File: src/rtl/btn_conditioner.sv
// Button pad conditioner: two-flop synchroniser, debounce filter and a
// press/long-press FSM producing registered single-cycle events and a press count.
module btn_conditioner #(
  parameter int DEBOUNCE_CYCLES = 16,
  parameter int LONG_CYCLES     = 64,
  parameter int ACTIVE_LOW      = 1
) (
  input  logic       clk,
  input  logic       rst,
  input  logic       btn_in,
  output logic       btn_level,
  output logic       press_pulse,
  output logic       release_pulse,
  output logic       long_pulse,
  output logic       held_long,
  output logic [7:0] press_count
);

  localparam int DW = $clog2(DEBOUNCE_CYCLES);
  localparam int HW = $clog2(LONG_CYCLES);
  localparam logic [DW-1:0] DEB_LAST  = DW'(DEBOUNCE_CYCLES - 1);
  localparam logic [HW-1:0] HOLD_LAST = HW'(LONG_CYCLES - 1);
  localparam logic          IDLE_LVL  = (ACTIVE_LOW != 0) ? 1'b1 : 1'b0;

  typedef enum logic [1:0] {
    ST_IDLE    = 2'd0,
    ST_PRESSED = 2'd1,
    ST_LONG    = 2'd2
  } state_t;

  logic          sync1_r;
  logic          sync2_r;
  logic          pressed_s;
  logic          stable_r;
  logic [DW-1:0] deb_cnt_r;
  logic          toggle_s;
  logic          rise_s;
  logic          fall_s;
  state_t        state_r;
  state_t        state_nxt_s;
  logic [HW-1:0] hold_cnt_r;
  logic          press_pulse_s;
  logic          release_pulse_s;
  logic          long_pulse_s;
  logic          held_long_s;
  logic          press_pulse_r;
  logic          release_pulse_r;
  logic          long_pulse_r;
  logic          held_long_r;
  logic [7:0]    press_count_r;

  // Two-flop synchroniser; only sync1_r may go metastable.
  always_ff @(posedge clk) begin
    if (rst) begin
      sync1_r <= IDLE_LVL;
      sync2_r <= IDLE_LVL;
    end else begin
      sync1_r <= btn_in;
      sync2_r <= sync1_r;
    end
  end

  assign pressed_s = sync2_r ^ IDLE_LVL;
  assign toggle_s  = (pressed_s != stable_r) && (deb_cnt_r == DEB_LAST);
  assign rise_s    = toggle_s & ~stable_r;
  assign fall_s    = toggle_s & stable_r;

  // Debounce: any agreeing sample restarts the run of disagreeing samples.
  always_ff @(posedge clk) begin
    if (rst) begin
      stable_r  <= 1'b0;
      deb_cnt_r <= '0;
    end else if (pressed_s == stable_r) begin
      deb_cnt_r <= '0;
    end else if (toggle_s) begin
      stable_r  <= ~stable_r;
      deb_cnt_r <= '0;
    end else begin
      deb_cnt_r <= deb_cnt_r + DW'(1);
    end
  end

  // FSM state register, hold timer and registered outputs.
  always_ff @(posedge clk) begin
    if (rst) begin
      state_r         <= ST_IDLE;
      hold_cnt_r      <= '0;
      press_pulse_r   <= 1'b0;
      release_pulse_r <= 1'b0;
      long_pulse_r    <= 1'b0;
      held_long_r     <= 1'b0;
      press_count_r   <= 8'd0;
    end else begin
      state_r         <= state_nxt_s;
      press_pulse_r   <= press_pulse_s;
      release_pulse_r <= release_pulse_s;
      long_pulse_r    <= long_pulse_s;
      held_long_r     <= held_long_s;
      if (press_pulse_s) begin
        press_count_r <= press_count_r + 8'd1;
      end else begin
        press_count_r <= press_count_r;
      end
      if (state_r == ST_PRESSED && state_nxt_s == ST_PRESSED) begin
        hold_cnt_r <= hold_cnt_r + HW'(1);
      end else if (state_nxt_s == ST_PRESSED) begin
        hold_cnt_r <= '0;
      end else begin
        hold_cnt_r <= hold_cnt_r;
      end
    end
  end

  // Next-state logic; a release on the long-press edge takes priority.
  always_comb begin
    state_nxt_s = state_r;
    case (state_r)
      ST_IDLE: begin
        if (rise_s) state_nxt_s = ST_PRESSED;
        else        state_nxt_s = ST_IDLE;
      end
      ST_PRESSED: begin
        if (fall_s)                         state_nxt_s = ST_IDLE;
        else if (hold_cnt_r == HOLD_LAST)   state_nxt_s = ST_LONG;
        else                                state_nxt_s = ST_PRESSED;
      end
      ST_LONG: begin
        if (fall_s) state_nxt_s = ST_IDLE;
        else        state_nxt_s = ST_LONG;
      end
      default: state_nxt_s = ST_IDLE;
    endcase
  end

  // Output decode, registered on the same edge as the state change.
  always_comb begin
    press_pulse_s   = 1'b0;
    release_pulse_s = 1'b0;
    long_pulse_s    = 1'b0;
    held_long_s     = 1'b0;
    case (state_r)
      ST_IDLE: begin
        press_pulse_s = rise_s;
      end
      ST_PRESSED: begin
        release_pulse_s = fall_s;
        long_pulse_s    = (state_nxt_s == ST_LONG);
        held_long_s     = (state_nxt_s == ST_LONG);
      end
      ST_LONG: begin
        release_pulse_s = fall_s;
        held_long_s     = (state_nxt_s == ST_LONG);
      end
      default: begin
        press_pulse_s = 1'b0;
      end
    endcase
  end

  assign btn_level     = stable_r;
  assign press_pulse   = press_pulse_r;
  assign release_pulse = release_pulse_r;
  assign long_pulse    = long_pulse_r;
  assign held_long     = held_long_r;
  assign press_count   = press_count_r;

endmodule

File: config.mk
export PLATFORM = sky130hd
export DESIGN_NAME = btn_conditioner
export DESIGN_NICKNAME = d
export VERILOG_FILES = /design/src/rtl/btn_conditioner.sv
export SDC_FILE = /design/constraint.sdc
export NUM_CORES = 1
export LEC_CHECK = 0
export ABC_CLOCK_PERIOD_IN_PS = 3680
export CAP_MARGIN = 40
export CELL_PAD_IN_SITES_DETAIL_PLACEMENT = 0
export CELL_PAD_IN_SITES_GLOBAL_PLACEMENT = 1
export CORE_MARGIN = 2
export CORE_UTILIZATION = 43
export DETAILED_ROUTE_END_ITERATION = 10
export PLACE_DENSITY = 0.84
export SYNTH_ARGS = -nofsm -noshare
export SYNTH_HDL_FRONTEND = slang
export SYNTH_SLANG_ARGS = --single-unit
File: constraint.sdc
create_clock -name clk -period 3.68 [get_ports clk]
set_clock_uncertainty 0.2 [all_clocks]
set_input_delay 0.368 -clock clk [delete_from_list [all_inputs] [get_ports clk]]
set_output_delay 0.368 -clock clk [all_outputs]
set_load 0.02 [all_outputs]
# Word-level counts from Yosys, hierarchy flattened
# Cells that the tools add are included.
[totals]
out_inout_bits = 13
mem_bits_rw = 0
in_bits = 3
memories = 0
elab_cells = 46
ff_bits = 27
latchBits = 0
mem_bits_ro = 0
[op_classes]
n_eq_ne = 8
bitwise_logic = 7
shifts = 0
div_mod_pow = 0
muxes = 8
n_mul = 0
n_reduce_logical = 9
order_cmp = 0
add_sub_neg = 3
[ops]
columns = ["cell", "count"]
rows = [
  ["$mux W6", 2],
  ["$add A8 B1 Y8 const B", 1],
  ["$add A6 B1 Y6 const B", 1],
  ["$eq A6 B6 Y1 const B", 1],
  ["$mux W2", 3],
  ["$pmux W2 S3", 1],
  ["$reduce_or A2 Y1", 3],
  ["$not A1 Y1", 5],
  ["$add A4 B1 Y4 const B", 1],
  ["$eq A2 B1 Y1 const B", 2],
  ["$eq A2 B2 Y1 const B", 2],
  ["$eq A4 B4 Y1 const B", 1],
  ["$reduce_or A3 Y1", 1],
  ["$and A1 B1 Y1", 2],
  ["$logic_and A1 B1 Y1", 2],
  ["$logic_not A2 Y1", 1],
  ["$mux W1", 2],
  ["$reduce_and A2 Y1", 1],
  ["$reduce_bool A2 Y1", 1],
  ["$eq A1 B1 Y1", 1],
  ["$ne A1 B1 Y1", 1],
]

# Longest topological paths before layout
[depth]
depth_word = 9
ltp_mapped = 7
ltp_nobuf = 6

# Worst setup path after synthesis
# No wires, ideal clock.
[synth_timing]
path_kind = "flip-flop to flip-flop"
start = "register hold_cnt_r[0]"
end = "register hold_cnt_r[2]"
setup_time_ns = 0.092
t_arrival_ns = 1.313
path_buffers = 0
required_time_ns = 3.388
setup_slack_ns = 2.075
period_less_slack_ns = 1.605
path_stages_with_launch = 6
path_cell_list = "dfxtp_1 -> ha_1 -> and3_1 -> a311oi_2 -> nand2_1 -> o32ai_1"
[synth_via]
elab_chain_cells = 7
elab_cells_between_ends = 9
classes_between = "add/sub: 1; eq/ne: 2; mux: 4; reduce/logical: 2"
[synth_rtl]
columns = ["element", "line_no", "source"]
rows = [
  ["from (decl)", "41", "logic [HW-1:0] hold_cnt_r;"],
  ["from (signal assigned)", "105", "hold_cnt_r <= hold_cnt_r + HW'(1);"],
  ["from (signal assigned)", "109", "hold_cnt_r <= hold_cnt_r;"],
  ["$eq A6 B6 Y1", "124", "else if (hold_cnt_r == HOLD_LAST) state_nxt_s = ST_LONG;"],
  ["$mux W2", "124", ""],
  ["$mux W2", "123", "if (fall_s) state_nxt_s = ST_IDLE;"],
  ["$pmux W2 S3", "117", "case (state_r)"],
  ["$eq A2 B1 Y1", "104, 106", ""],
  ["$logic_and A1 B1 Y1", "104", "if (state_r == ST_PRESSED && state_nxt_s == ST_PRESSED) begin"],
  ["$mux W6 / $reduce_bool A2 Y1 (equally long branches)", "n/a", ""],
]
# Parallel ways exist; a longest one is shown, timed or not.
# A chain may end at the register's enable or synchronous reset.

# Final worst setup path
[layout_timing]
start = "register state_r[0]"
end = "register press_count_r[7], in the netlist press_count[7]"
[layout_via]
elab_chain_cells = 2
[layout_rtl]
columns = ["element", "line_no", "source"]
rows = [
  ["from (decl)", "39", "state_t state_r;"],
  ["from (signal assigned)", "94", "state_r <= state_nxt_s;"],
  ["$logic_not A2 Y1", "141", "case (state_r)"],
  ["$mux W1", "141", ""],
  ["to (signal assigned)", "100", "press_count_r <= press_count_r + 8'd1;"],
  ["to (signal assigned)", "102", "press_count_r <= press_count_r;"],
  ["to (decl)", "50", "logic [7:0] press_count_r;"],
]
# No other way between the ends.

==> results.md <==
- CTS Hold Bufs: 0
- Row Count: 19
- Rel. slew slack: between 50% and 60%
- Leak pwr: ~0.50 nW
- Max-slew violation count: 0
- Worst flop-to-flop path startpoint: state_r[0]
- Main area contributors after synthesis: dfxtp_1, ha_1, nor2_1
- Commonest non-fill, non-tap cells in the layout: dfxtp_1, nor2_1, nand2_1, clkdlybuf4s50_1, nand3_1
- Max-Cap Viols: 0
- Setup Buffers After CTS: 0
- Crit. End Element: flop
- Hold endpoint: sync2_r
- Data required, critical path: ~3.8 ns
- Initial core utilization: 45.9%
- Post-synth EDFFs: 0
- ANT cells: 0
- Num CTS Buffers: 3
- Crit-path slowest cell: nor3b_2
- Via/cell ratio: 5.66
- Mapped Nets: about 160
- Fmax: between 0.4 and 0.5 GHz
- DRT antenna net count: 0
- CTS clk-pin slew, worst paths: about 0.15 ns
- DR iter-0 viols: 34
- Clock buffer depth: 2
- Final instance area: between 0.001 and 0.0015 sq mm
- RSZ-0062 raised after global routing: no
- DP HPWL: between 1500 and 2000 um
- Post-Synthesis Cell Area: approximately 0.0013 sq mm
- Filler cells: 255
- Post_cts resized: 0
- Worst skew pair latency: between 0.3 and 0.4 ns
- Outcome: finished clean
- Share of layout cells above drive strength 1: between 6 and 7%
- Final Hold Slack: 0.229 ns
- First-pass iteration count of the detailed router: 4
- Die X: around 59 um
- Hold path depth: 1
- Worst hold path type: flop to flop
- Die H: 58.5 um
- Final setup violation count: 0
- DRT Wirelength: 2670 um
- CP Class: flop to flop
- Pin count of the biggest net entering global routing: 19
- DRC errors left: 0
- Overall routing resource usage: between 15 and 20%
- Multi-input logic area: 681 sq um
- Worst slack, placed: 1.41 ns
- Worst vdd rail ir drop: between 0.2 and 0.25 mV
- First-pass GRT wire length: around 4300 um
- Slowest cell delay on critical path: just under 0.6 ns
- Sequential area share after synthesis: 42.3%
- Grt total ovfl: 0
- Number of global-route vias before repair: 965
- Post-Route Setup TNS: 0 ns
- Sequence of cells on the critical path: inv_1, ha_1, nor3b_2, nand3_2, or3_1, a21oi_1
- Die area: 0.00342 sq mm
- Hold Fails Final Rpt: 0
- Initial antenna violation count: 0
- Port bufs: 15
- Core Area: 0.00278 sq mm
- Root Buffer: clkbuf_4
- Commonest non-fill, non-tap cell in the layout: dfxtp_1
- Final min period: 2.11 ns
- Ports: 16
- GPL Wtd Cong: 0.927
- CP arrival: about 2.2 ns
- Synth unique cells: 36
- Power per cell area: 303 mW/mm^2
- Main synth FF type: dfxtp_1
- Worst slew pin tran: a little under 0.7 ns
- Ys Warns: 0
- Placed inst area: roughly 0.0014 sq mm
- Area leader, netlist: dfxtp_1
- Fin crit share: a little under three fifths
- Async SR Flop Fraction: 0%
- R2R Path End: press_count[7]
- Nets: approximately 170
- Final setup margin: approximately 1.6 ns
- Syn avg cell area: just under 9 sq um
- HP Start: sync1_r
- Setup slack, reg-to-reg: 1.57 ns
- H-tree lvl count: 1
- FF+latch count, synth: 27
- Area share of the largest cell type after synthesis: about 42%
- Drt wl/cell: around 14 um
- Clock Sinks: 27
- Via count: roughly 1100
- Critical path launch point type: flop
- Worst Setup SP: state_r[0]
- Area Growth Syn to Fin: 14.8%
- CTS tree: yes
- FF-to-FF path depth: 6
- Post-Syn Instances: about 150
- Crit path max fanout: 11
- Register area: 541 sq um
==> how the worst max path moves through the flow <==
stage / to
2_1_floorplan: hold_cnt_r[2]
3_3_place_gp: hold_cnt_r[2]
3_5_place_dp: hold_cnt_r[2]
4_1_cts: press_count[7]
5_1_grt: press_count[7]
6_report: press_count[7]
==> area by class of cell <==
cell class | instances | area share (%)
clock buffers | 3 | 1.54
multi-input cells | 108 | 46.4
clock inverters | 1 | 0.512
well taps | 31 | 2.65
inverters | 7 | 1.79
flip-flops and latches | 27 | 36.9
repair buffers | 15 | 10.2
==> cells in the mapped netlist, drive strengths merged, types with 2 or more instances <==
cell	instances
nand2	15
xor2	6
xnor2	3
a31oi	3
buf	3
clkbuf	2
o21ai	6
nand3	10
and2	5
or2	2
nand4	4
inv	7
a21oi	4
ha	7
nor4	2
dfxtp	27
nor3	6
and3	3
a211oi	2
o22ai	2
nor2	17
==> flip-flops by register name, indices dropped and copies added (netlist names) <==
name and cells:
btn_level 1, deb_cnt_r 4, held_long 1, hold_cnt_r 6, long_pulse 1, press_count 8
press_pulse 1, release_pulse 1, state_r 2, sync1_r 1, sync2_r 1
==> per-stage QoR <==
stage	cells	util, %	power, mW
floorplan	147	-	0.310
global placement	188	51.6	0.313
detailed placement	188	51.6	0.314
CTS	192	52.7	0.447
global route	192	52.7	0.461
finish	192	52.7	0.444
==> worst max-delay path, delay by kind of cell (launching register included) <==
family                   cells  cell delay (ns)
AND/OR/NAND/NOR              3             1.09
flip-flops                   1             0.36
adder cells (fa/ha/maj)      1             0.17
AO/OA/AOI/OAI                1             0.14
buffers and inverters        1             0.09
==> per-layer routing <==
metal / share of wire (%) / GRT usage (%)
met1: 48 / 22.2
met2: 44 / 24.9
met3: 5.1 / 2.64
met4: 2.4 / 9.97
met5: 0 / 0
==> power breakdown <==
part | total (mW) | internal [mW] | switching (mW) | leakage (nW)
logic | 0.0125 | 0.00426 | 0.00825 | 0.267
registers | 0.295 | 0.294 | 0.00117 | 0.218
clock network | 0.136 | 0.0417 | 0.0946 | 0.0139
total | 0.444 | 0.340 | 0.104 | 0.499
==> cell families after synthesis <==
family,Yosys count,share of synthesized area [%]
and+or+nand+nor,67,26.2
DFF,27,42.3
AOI/OAI and AO/OA,24,13.3
buffers and inverters,12,4.41
xor gates and xnor gates,9,6.17
adders and majority gates,7,6.86
muxes,1,0.784
No activity file was read; power rests on OpenSTA's default activity.
